File: config.mk
export PLATFORM = sky130hd
export DESIGN_NAME = ws2812_driver_flat
export DESIGN_NICKNAME = d
export VERILOG_FILES = /design/src/rtl/ws2812_driver_if.sv /design/src/rtl/ws2812_driver.sv /design/src/flat_wrapper.sv
export SDC_FILE = /design/constraint.sdc
export NUM_CORES = 1
export LEC_CHECK = 0
export ABC_AREA = 1
export CORE_ASPECT_RATIO = 0.9
export CORE_MARGIN = 2
export CORE_UTILIZATION = 40
export CTS_BUF_LIST = sky130_fd_sc_hd__clkbuf_2 sky130_fd_sc_hd__clkbuf_4 sky130_fd_sc_hd__clkbuf_8
export DETAILED_ROUTE_END_ITERATION = 6
export MAX_ROUTING_LAYER = met4
export SYNTH_ARGS = -nofsm -noshare
export SYNTH_HDL_FRONTEND = slang
export SYNTH_SLANG_ARGS = --single-unit
File: constraint.sdc
create_clock -name clk -period 5.05 [get_ports clk]
set_input_delay 0.7575 -clock clk [delete_from_list [all_inputs] [get_ports clk]]
set_output_delay 0.7575 -clock clk [all_outputs]
set_load 0.01 [all_outputs]
File: src/rtl/ws2812_driver_if.sv
// ============================================================================
//  Module   : ws2812_driver_if
//  Brief    : Color-word input and LED-line status bundle for ws2812_driver.
//             master = color producer, slave = LED driver.
//  Revision : 1.0  initial release
// ============================================================================
`default_nettype none

interface ws2812_driver_if #(
  parameter int DEPTH = 16
);
  logic [23:0]              rgb_i;
  logic                     data_v_i;
  logic                     clear_ovf_i;
  logic                     led_o;
  logic                     busy_o;
  logic                     frame_done_o;
  logic                     overflow_o;
  logic [$clog2(DEPTH):0]   level_o;

  modport master (
    output rgb_i, data_v_i, clear_ovf_i,
    input  led_o, busy_o, frame_done_o, overflow_o, level_o
  );

  modport slave (
    input  rgb_i, data_v_i, clear_ovf_i,
    output led_o, busy_o, frame_done_o, overflow_o, level_o
  );
endinterface

`default_nettype wire

File: src/rtl/ws2812_driver.sv
// ============================================================================
//  Module   : ws2812_driver
//  Brief    : Buffers 24-bit color words in a FIFO and, once LEDS words are
//             present, serializes one frame onto a WS2812-style data line,
//             followed by a TLATCH-cycle low latch gap.
//  Macro    : WS2812_GRB_ORDER_EN - transmit each word as G,R,B instead of
//             R,G,B (load mapping only, timing unchanged).
//  Revision : 1.0  initial release
// ============================================================================
`default_nettype none

module ws2812_driver #(
  parameter int LEDS   = 12,
  parameter int DEPTH  = 16,
  parameter int T0H    = 20,
  parameter int T1H    = 40,
  parameter int TBIT   = 63,
  parameter int TLATCH = 2500
) (
  input  logic              clk,
  input  logic              rst,
  ws2812_driver_if.slave    bus
);

  localparam int C_PW   = $clog2(DEPTH);
  localparam int C_MAXC = (TBIT > TLATCH) ? TBIT : TLATCH;
  localparam int C_CW   = ($clog2(C_MAXC) < 1) ? 1 : $clog2(C_MAXC);
  localparam int C_LW   = ($clog2(LEDS + 1) < 1) ? 1 : $clog2(LEDS + 1);

  localparam logic [C_CW-1:0] C_T0H_END   = C_CW'(T0H - 1);
  localparam logic [C_CW-1:0] C_T1H_END   = C_CW'(T1H - 1);
  localparam logic [C_CW-1:0] C_TBIT_END  = C_CW'(TBIT - 1);
  localparam logic [C_CW-1:0] C_LATCH_END = C_CW'(TLATCH - 1);
  localparam logic [C_PW:0]   C_DEPTH     = (C_PW + 1)'(DEPTH);
  localparam logic [C_PW:0]   C_LEDS      = (C_PW + 1)'(LEDS);
  localparam logic [C_LW-1:0] C_LAST_LED  = C_LW'(LEDS - 1);

  typedef enum logic [2:0] {
    S_IDLE  = 3'd0,
    S_LOAD  = 3'd1,
    S_HIGH  = 3'd2,
    S_LOW   = 3'd3,
    S_LATCH = 3'd4
  } state_t;

  // FIFO storage and pointers (extra MSB distinguishes full from empty)
  logic [23:0]     r_mem [DEPTH];
  logic [C_PW:0]   r_wptr;
  logic [C_PW:0]   r_rptr;

  // Serializer state
  state_t          r_state;
  logic [C_CW-1:0] r_cnt;
  logic [4:0]      r_bit;
  logic [C_LW-1:0] r_led_cnt;
  logic [23:0]     r_shift;
  logic            r_led;
  logic            r_busy;
  logic            r_fd;
  logic            r_ovf;

  logic [C_PW:0]   w_level;
  logic            w_full;
  logic            w_empty;
  logic            w_pop;
  logic            w_push;
  logic            w_drop;
  logic            w_bit_end;
  logic [23:0]     w_rd_word;
  logic [23:0]     w_load_word;

  assign w_level   = r_wptr - r_rptr;
  assign w_full    = (w_level == C_DEPTH);
  assign w_empty   = (w_level == '0);
  assign w_bit_end = (r_cnt == C_TBIT_END);
  assign w_rd_word = r_mem[r_rptr[C_PW-1:0]];

`ifdef WS2812_GRB_ORDER_EN
  assign w_load_word = {w_rd_word[15:8], w_rd_word[23:16], w_rd_word[7:0]};
`else
  assign w_load_word = w_rd_word;
`endif

  // Pop the head word whenever the serializer starts a new LED; a full FIFO
  // still accepts a write in the same cycle it pops.
  always_comb begin
    w_pop  = 1'b0;
    if (!w_empty) begin
      if (r_state == S_LOAD) begin
        w_pop = 1'b1;
      end else if (r_state == S_LOW && w_bit_end && r_bit == 5'd23 &&
                   r_led_cnt != C_LAST_LED) begin
        w_pop = 1'b1;
      end
    end
    w_push = bus.data_v_i && (!w_full || w_pop);
    w_drop = bus.data_v_i && w_full && !w_pop;
  end

  // FIFO data array write (storage needs no reset; pointers define validity)
  always_ff @(posedge clk) begin
    if (w_push) begin
      r_mem[r_wptr[C_PW-1:0]] <= bus.rgb_i;
    end
  end

  // FIFO pointers and sticky overflow flag (a drop wins over a clear)
  always_ff @(posedge clk or negedge rst) begin
    if (!rst) begin
      r_wptr <= '0;
      r_rptr <= '0;
      r_ovf  <= 1'b0;
    end else begin
      if (w_push) r_wptr <= r_wptr + 1'b1;
      if (w_pop)  r_rptr <= r_rptr + 1'b1;
      if (w_drop) begin
        r_ovf <= 1'b1;
      end else if (bus.clear_ovf_i) begin
        r_ovf <= 1'b0;
      end
    end
  end

  // Serializer FSM: registered led/busy/frame_done outputs
  always_ff @(posedge clk or negedge rst) begin
    if (!rst) begin
      r_state   <= S_IDLE;
      r_cnt     <= '0;
      r_bit     <= '0;
      r_led_cnt <= '0;
      r_shift   <= '0;
      r_led     <= 1'b0;
      r_busy    <= 1'b0;
      r_fd      <= 1'b0;
    end else begin
      r_fd <= 1'b0;
      case (r_state)
        S_IDLE: begin
          r_led <= 1'b0;
          if (w_level >= C_LEDS) begin
            r_busy  <= 1'b1;
            r_state <= S_LOAD;
          end
        end
        S_LOAD: begin
          r_shift   <= w_load_word;
          r_cnt     <= '0;
          r_bit     <= '0;
          r_led_cnt <= '0;
          r_led     <= 1'b1;
          r_state   <= S_HIGH;
        end
        S_HIGH: begin
          r_cnt <= r_cnt + 1'b1;
          if (r_cnt == (r_shift[23] ? C_T1H_END : C_T0H_END)) begin
            r_led   <= 1'b0;
            r_state <= S_LOW;
          end
        end
        S_LOW: begin
          if (w_bit_end) begin
            r_cnt <= '0;
            if (r_bit != 5'd23) begin
              r_shift <= {r_shift[22:0], 1'b0};
              r_bit   <= r_bit + 1'b1;
              r_led   <= 1'b1;
              r_state <= S_HIGH;
            end else if (r_led_cnt != C_LAST_LED) begin
              r_shift   <= w_load_word;
              r_bit     <= '0;
              r_led_cnt <= r_led_cnt + 1'b1;
              r_led     <= 1'b1;
              r_state   <= S_HIGH;
            end else begin
              r_state <= S_LATCH;
            end
          end else begin
            r_cnt <= r_cnt + 1'b1;
          end
        end
        S_LATCH: begin
          if (r_cnt == C_LATCH_END) begin
            r_cnt   <= '0;
            r_busy  <= 1'b0;
            r_fd    <= 1'b1;
            r_state <= S_IDLE;
          end else begin
            r_cnt <= r_cnt + 1'b1;
          end
        end
        default: begin
          r_led   <= 1'b0;
          r_busy  <= 1'b0;
          r_state <= S_IDLE;
        end
      endcase
    end
  end

  assign bus.led_o        = r_led;
  assign bus.busy_o       = r_busy;
  assign bus.frame_done_o = r_fd;
  assign bus.overflow_o   = r_ovf;
  assign bus.level_o      = w_level;

endmodule

`default_nettype wire
File: src/flat_wrapper.sv
// flat-port wrapper written by rule: the top's interface ports become plain ports
module ws2812_driver_flat 
#(
  parameter int LEDS   = 12,
  parameter int DEPTH  = 16,
  parameter int T0H    = 20,
  parameter int T1H    = 40,
  parameter int TBIT   = 63,
  parameter int TLATCH = 2500
)
  (clk, rst, bus_rgb_i, bus_data_v_i, bus_clear_ovf_i, bus_led_o, bus_busy_o, bus_frame_done_o, bus_overflow_o, bus_level_o);
  ws2812_driver_if #(.DEPTH(DEPTH)) bus_i ();
  input  logic clk;
  input  logic rst;
  input wire logic [$bits(bus_i.rgb_i)-1:0] bus_rgb_i;
  input wire logic [$bits(bus_i.data_v_i)-1:0] bus_data_v_i;
  input wire logic [$bits(bus_i.clear_ovf_i)-1:0] bus_clear_ovf_i;
  output wire logic [$bits(bus_i.led_o)-1:0] bus_led_o;
  output wire logic [$bits(bus_i.busy_o)-1:0] bus_busy_o;
  output wire logic [$bits(bus_i.frame_done_o)-1:0] bus_frame_done_o;
  output wire logic [$bits(bus_i.overflow_o)-1:0] bus_overflow_o;
  output wire logic [$bits(bus_i.level_o)-1:0] bus_level_o;
  assign bus_i.rgb_i = bus_rgb_i;
  assign bus_i.data_v_i = bus_data_v_i;
  assign bus_i.clear_ovf_i = bus_clear_ovf_i;
  assign bus_led_o = bus_i.led_o;
  assign bus_busy_o = bus_i.busy_o;
  assign bus_frame_done_o = bus_i.frame_done_o;
  assign bus_overflow_o = bus_i.overflow_o;
  assign bus_level_o = bus_i.level_o;
  ws2812_driver #(.LEDS(LEDS), .DEPTH(DEPTH), .T0H(T0H), .T1H(T1H), .TBIT(TBIT), .TLATCH(TLATCH)) u_core (.clk(clk), .rst(rst), .bus(bus_i));
endmodule
==> flow_metrics.tcl, run 1 <==
set metrics [dict create \
    worstMarginPinSlew_ns 1.03 \
    max_freq_ghz 0.256 \
    drt_pass1_iterations 5 \
    port_buffers 36 \
    hold_class "input port to async pin" \
    maxCapViolCount 0 \
    syn_inst 1735 \
    synth.most_common_cell "edfxtp_1" \
    status "finished, final reports clean" \
    coreArea_mm2 0.0467 \
    setup_viol 0 \
    period_share_pct 77.4 \
    r2r_cells 9 \
    stdcell_count 2440 \
    p_sw_mw 3.83 \
    synthDistinctLibCells 33 \
    seq_area_frac_synth_pct 68.8 \
    drv_slew 0 \
    comb_power_share_pct 27.1 \
    start_util_pct 40.7 \
    numCtsBuffers 75 \
    max_slew_margin_pct 31.4 \
    grt_max_degree 114 \
    avgSynthCellArea_um2 11.0 \
    period_needed_ns 3.91 \
    power.density_mw_per_mm2 511 \
    netlist_top_cells_area "edfxtp_1 (61%), dfrtp_1 (8.2%), nand2_1 (7.4%)" \
    synth_enable_flop_cells 384 \
    rsz0062_at_grt "false" \
    vias 12655 \
    worstSetupPathType "flip-flop to primary output" \
    cts_tree "yes" \
    dieArea_mm2 0.0493 \
    netlist_area_mm2 0.0190 \
    cp-start-kind "flip-flop" \
    worstPathRequired_ns 4.29 \
    ctsHoldBuffers 0 \
    row_count 75 \
    wl_mm 48.6 \
    syn_to_final_growth_pct 11.8 \
    drt_iter0_drc 1010 \
    dp_hpwl_mm 30.0 \
    ys_ff_latch 446 \
    wire_per_inst_um 19.9 \
    clockBufferDepth 3 \
    p_seq_share_pct 43.8 \
    viasPerCell 5.19 \
    nets 1808 \
    die_x_um 234 \
    async_flop_share_pct 13.9 \
    grt_pass1_wl_mm 73.7 \
    cts-root-buf "clkbuf_8" \
    cts-resized-gates 0 \
    clock_latency_ns 0.66 \
    ant_nets 0 \
    power_frac_clock_pct 29.2 \
    cts_htree_levels 3 \
    grtUsageTotal_pct 20.8 \
    clkTransAtPathRegs_ns 0.06 \
    critPathMaxFanout 38 \
    postCtsSetupBuffers 0 \
    dp_cells 2305 \
    synth_nets 1777 \
    vdd_drop_max_v 0.000236 \
    synth_ff_type "edfxtp_1" \
    hold_slack_ns 0.300 \
    r2r_start "u_core.r_rptr[0]$_DFFE_PN0P_" \
    drive_gt1_share_pct 9.27 \
    grt_pass1_vias 12363 \
    skew_ns 0.0273 \
    tns_ns 0 \
    die_y_um 211 \
    ys_warn_count 0 \
    power_leakage_nw 7.78 \
    hold_violations 0 \
    antenna_found_initial 4 \
    pin_count 37 \
    yosys-top-cells-count "edfxtp_1 (384), nand2_1 (374), nor2_1 (338), o21ai_0 (151), nand3_1 (136)" \
    gp_congestion 0.918 \
    cp-end-kind "primary output" \
    synth_top_area_cell "edfxtp_1" \
    setup.worst_path.start "u_core.r_rptr[0]$_DFFE_PN0P_" \
    synthDominantCellAreaShare_pct 60.7 \
    cts_sinks 446 \
    power.internal_mw 7.04 \
    utilization_pct 45.5 \
    switching_share_pct 35.2 \
    fillCellCount 4350 \
    drc 0 \
    cp.arrival_ns 3.15 \
    overflow 0 \
]
-- kinds of logic (layout without fill, tap and decap cells) --
| family | Yosys count | count (layout) | share of synthesized area (%) |
|---|---|---|---|
| buffers and inverters | 149 | 237 | 3.84 |
| other | 0 | 1 | 0 |
| adder cells (fa/ha/maj) | 14 | 14 | 0.961 |
| flip-flops | 446 | 446 | 68.8 |
| AND/OR/NAND/NOR | 885 | 885 | 19.0 |
| AO/OA/AOI/OAI | 224 | 224 | 6.54 |
| XOR/XNOR | 17 | 17 | 0.783 |
-- critical path: stages (launching register included) --
cell	delay [ns]
dfrtp_4	0.68
ha_1	0.32
fa_1	0.40
nand3b_1	0.19
nand3_1	0.09
nand2_1	0.11
inv_1	0.13
clkdlybuf4s50_1	0.55
-- layout by cell type (no fill, tap or decap), types with 2 or more instances in the layout --
| master | Yosys | routed |
|---|---|---|
| buf_4 | 10 | 12 |
| clkbuf_8 | 0 | 81 |
| dfrtp_4 | 0 | 2 |
| dfrtp_1 | 62 | 60 |
| nand2_2 | 2 | 2 |
| xor2_1 | 14 | 14 |
| nand2_4 | 2 | 2 |
| clkinv_1 | 0 | 13 |
| nand3b_1 | 4 | 4 |
| ha_1 | 13 | 13 |
| inv_2 | 4 | 4 |
| nor2_1 | 338 | 337 |
| clkbuf_4 | 0 | 24 |
| inv_6 | 0 | 4 |
| nor2_4 | 0 | 16 |
| nand4_1 | 4 | 4 |
| nand3_1 | 136 | 136 |
| o211ai_1 | 48 | 48 |
| o21ai_1 | 21 | 21 |
| clkdlybuf4s50_1 | 0 | 35 |
| inv_1 | 51 | 50 |
| xnor2_1 | 3 | 3 |
| nor2_2 | 19 | 4 |
| nand2_1 | 374 | 374 |
| a21oi_1 | 3 | 3 |
| edfxtp_1 | 384 | 384 |
| o21ai_0 | 151 | 151 |
| clkinv_2 | 0 | 11 |
-- power by group through the flow --
stage | logic (mW) | registers [mW] | clock network [mW]
after floorplan | 2.08 | 4.67 | 0
after detailed placement | 2.96 | 4.82 | 0
after CTS | 2.97 | 4.75 | 3.24
after global placement | 2.94 | 4.81 | 0
final | 2.94 | 4.76 | 3.17
after global routing | 3.28 | 4.80 | 3.39
-- layer usage --
| metal | vias to the layer above | GRT usage [%] | wire [µm] |
|---|---|---|---|
| li1 | 6024 | - | - |
| met1 | 6141 | 26.6 | 20400 |
| met2 | 388 | 32.6 | 23300 |
| met3 | 102 | 4.59 | 3280 |
| met4 | 0 | 7.99 | 1650 |
| met5 | - | - | 0 |
-- sequential cells by signal (all words and copies together), names as in the netlist --
register                 flops
u_core.bus.busy_o            1
u_core.bus.frame_done_o      1
u_core.bus.led_o             1
u_core.bus.overflow_o        1
u_core.r_bit                 5
u_core.r_cnt                12
u_core.r_led_cnt             4
u_core.r_mem               384
u_core.r_rptr                5
u_core.r_shift              24
u_core.r_state               3
u_core.r_wptr                5
-- final timing paths --
kind / to / slack [ns]
setup / recovery: bus_level_o[4] / 1.14
setup reg to reg: u_core.r_mem[10][12]$_DFFE_PP_ / 1.52
min in group clk: u_core.r_shift[18]$_DFFE_PN0P_ / 0.48
max in group asynchronous: u_core.r_rptr[1]$_DFFE_PN0P_ / 4.12
hold reg to reg: u_core.r_shift[18]$_DFFE_PN0P_ / 0.48
hold / removal: u_core.r_cnt[8]$_DFFE_PN0P_ / 0.30
-- through the flow --
step	cell area, µm²	setup WS [ns]	total power [mW]
2_1_floorplan	19000	1.92	6.75
3_3_place_gp	19800	1.56	7.75
3_5_place_dp	19800	1.51	7.78
4_1_cts	21300	1.09	11.0
5_1_grt	21300	1.02	11.5
6_report	21300	1.14	10.9
-- area by class of cell --
type	instances	area, µm²	area share (%)
Tap cell	616	771	3.63
Antenna cell	1	2.50	0.0118
Clock inverter	29	168	0.789
Timing Repair Buffer	48	445	2.10
Inverter	55	211	0.995
Sequential cell	446	13100	61.6
Clock buffer	105	1290	6.09
Multi-Input combinational cell	1140	5280	24.8
(Power assumes the default switching activity.)
==> inputs of run 2 (changes only) <==
==> constraint.sdc (replaced) <==
create_clock -name clk -period 3.9 [get_ports clk]
set_input_delay 0.585 -clock clk [delete_from_list [all_inputs] [get_ports clk]]
set_output_delay 0.585 -clock clk [all_outputs]
set_load 0.01 [all_outputs]
==> flow_metrics.tcl, run 2 (synthesized netlist as in run 1, its figures left out) <==
set metrics [dict create \
    status "finished, final reports clean" \
    cp_slowest_stage_delay_ns 0.57 \
    grt_pass1_vias 12635 \
    overflow 0 \
    vias 12809 \
    dp_hpwl_mm 26.6 \
    skew_ns 0.0232 \
    cts_htree_levels 3 \
    cp-start-kind "flip-flop" \
    path_cells "inv_1 > ha_1 > fa_1 > nand3b_1 > nand3_1 > nand2_1 > inv_1 > clkdlybuf4s50_1" \
    layout_common_cells "edfxtp_1 (384), nand2_1 (374), nor2_1 (337), o21ai_0 (151), nand3_1 (136)" \
    whs_path_depth 2 \
    r2r_cells 12 \
    critPathTopFamily "buffers and inverters" \
    worstSetupPathType "flip-flop to primary output" \
    drive_gt1_share_pct 10.4 \
    grt_pass1_wl_mm 73.1 \
    clkTransAtPathRegs_ns 0.06 \
    cp_common_cell "inv_1" \
    nets 1827 \
    hold_violations 0 \
    die_x_um 234 \
    cp.arrival_ns 2.93 \
    cts_tree "yes" \
    viasPerCell 5.21 \
    ant_nets 0 \
    worstPathRequired_ns 3.31 \
    drc 0 \
    wl_mm 46.4 \
    drv_slew 0 \
    drt_iter0_drc 1388 \
    clockBufferDepth 3 \
    gp_congestion 0.836 \
    start_util_pct 40.7 \
    period_needed_ns 3.52 \
    holdPathEnd "u_core.r_shift[20]$_DFFE_PN0P_" \
    max_freq_ghz 0.284 \
    maxCapViolCount 0 \
    cts-root-buf "clkbuf_8" \
    power.density_mw_per_mm2 645 \
    grtUsageTotal_pct 20.1 \
    cp-end-kind "primary output" \
    hold_class "flip-flop to flip-flop" \
    dp_cells 2324 \
    die_y_um 211 \
    crit_buf_inv 3 \
    antenna_found_initial 0 \
    syn_to_final_growth_pct 13.2 \
    power_leakage_nw 7.91 \
    dieArea_mm2 0.0493 \
    mostFrequentLayoutCell "edfxtp_1" \
    max_slew_margin_pct 34.3 \
    worstMarginPinSlew_ns 0.986 \
    clock_latency_ns 0.65 \
    placed_area_mm2 0.0201 \
    grt_max_degree 197 \
    coreArea_mm2 0.0467 \
    cts-resized-gates 0 \
    largest_reg_flops 384 \
    numCtsBuffers 74 \
    insertedDiodeCount 0 \
    hp-start "u_core.r_shift[20]$_DFFE_PN0P_" \
    stdcell_area_mm2 0.0215 \
    setup_viol 0 \
    r2r_end "u_core.r_mem[1][21]$_DFFE_PP_" \
    pin_count 37 \
    critPathMaxFanout 5 \
    slowest_stage "clkdlybuf4s50_1" \
    tns_ns 0 \
    drt_pass1_iterations 6 \
    ff2ff_setup_slack_ns 0.75 \
    rsz0062_at_grt "false" \
    stdcell_count 2458 \
    wire_per_inst_um 18.9 \
    period_share_pct 90.1 \
    row_count 75 \
    vdd_drop_max_v 0.000543 \
    cts_sinks 446 \
    port_buffers 36 \
    r2r_start "u_core.r_wptr[0]$_DFFE_PN0P_" \
    hold_slack_ns 0.480 \
]
==> run 2: changes by cell type in the layout (fill, tap and decap cells not counted), sizes merged <==
cell	change
buf	+19
clkbuf	+4
inv	+1
clkinv	-6
diode	-1
dlygate4sd3	+1
==> run 2: how the worst max path moves through the flow <==
stage	startpoint	endpoint	cells past startpoint
finish	u_core.r_wptr[0]$_DFFE_PN0P_	bus_level_o[4]	8
global route	u_core.r_wptr[0]$_DFFE_PN0P_	bus_level_o[4]	8
CTS	u_core.r_wptr[0]$_DFFE_PN0P_	bus_level_o[4]	8
detailed placement	u_core.r_wptr[0]$_DFFE_PN0P_	u_core.r_mem[1][19]$_DFFE_PP_	11
global placement	u_core.r_wptr[0]$_DFFE_PN0P_	u_core.r_mem[1][14]$_DFFE_PP_	12
floorplan	u_core.r_rptr[2]$_DFFE_PN0P_	u_core.r_mem[10][0]$_DFFE_PP_	12
==> run 2: routing by layer <==
| layer | GRT usage, % | vias to the layer above | wire, µm | share of wire, % |
|---|---|---|---|---|
| met5 | - | - | 0 | 0 |
| met4 | 7.03 | 0 | 1380 | 3.0 |
| li1 | - | 6060 | - | - |
| met3 | 4.54 | 92 | 3030 | 6.5 |
| met2 | 29.8 | 435 | 21100 | 45 |
| met1 | 27.2 | 6222 | 20900 | 45 |
==> run 2: area by class of cell <==
| type | count | area [µm²] |
|---|---|---|
| Inverter | 55 | 211 |
| Clock buffer | 109 | 1290 |
| Fill cell | 4278 | 25200 |
| Timing Repair Buffer | 68 | 723 |
| Sequential cell | 446 | 13100 |
| Multi-Input combinational cell | 1140 | 5280 |
| Clock inverter | 24 | 154 |
| Tap cell | 616 | 771 |
==> run 2: per-stage QoR <==
stage	utilization [%]	total power [mW]	setup slack, ns
floorplan	-	8.75	0.773
global placement	42.9	9.85	0.807
detailed placement	42.9	9.90	0.789
CTS	46.0	14.0	0.348
global route	46.0	14.7	0.273
finish	46.0	13.9	0.384
==> run 2: what timing repair did <==
item / CTS / global route
hold buffers: 1 / 0
setup buffers: 0 / 0
endpoints found under the hold margin: 7 / 0
endpoints found under the setup margin: 0 / 0
==> run 2: worst reg2reg max path, delay by kind of cell, from the launching register on <==
family,cells,cell delay [ns]
adder cells (fa/ha/maj),2,0.61
buffers and inverters,2,0.34
flip-flops,1,0.42
AND/OR/NAND/NOR,8,1.47
==> run 2: power by group <==
group | leakage [nW] | switching [mW] | internal [mW]
clock | 0.779 | 1.88 | 2.20
combinational | 2.87 | 2.58 | 1.18
sequential | 4.27 | 0.248 | 5.79
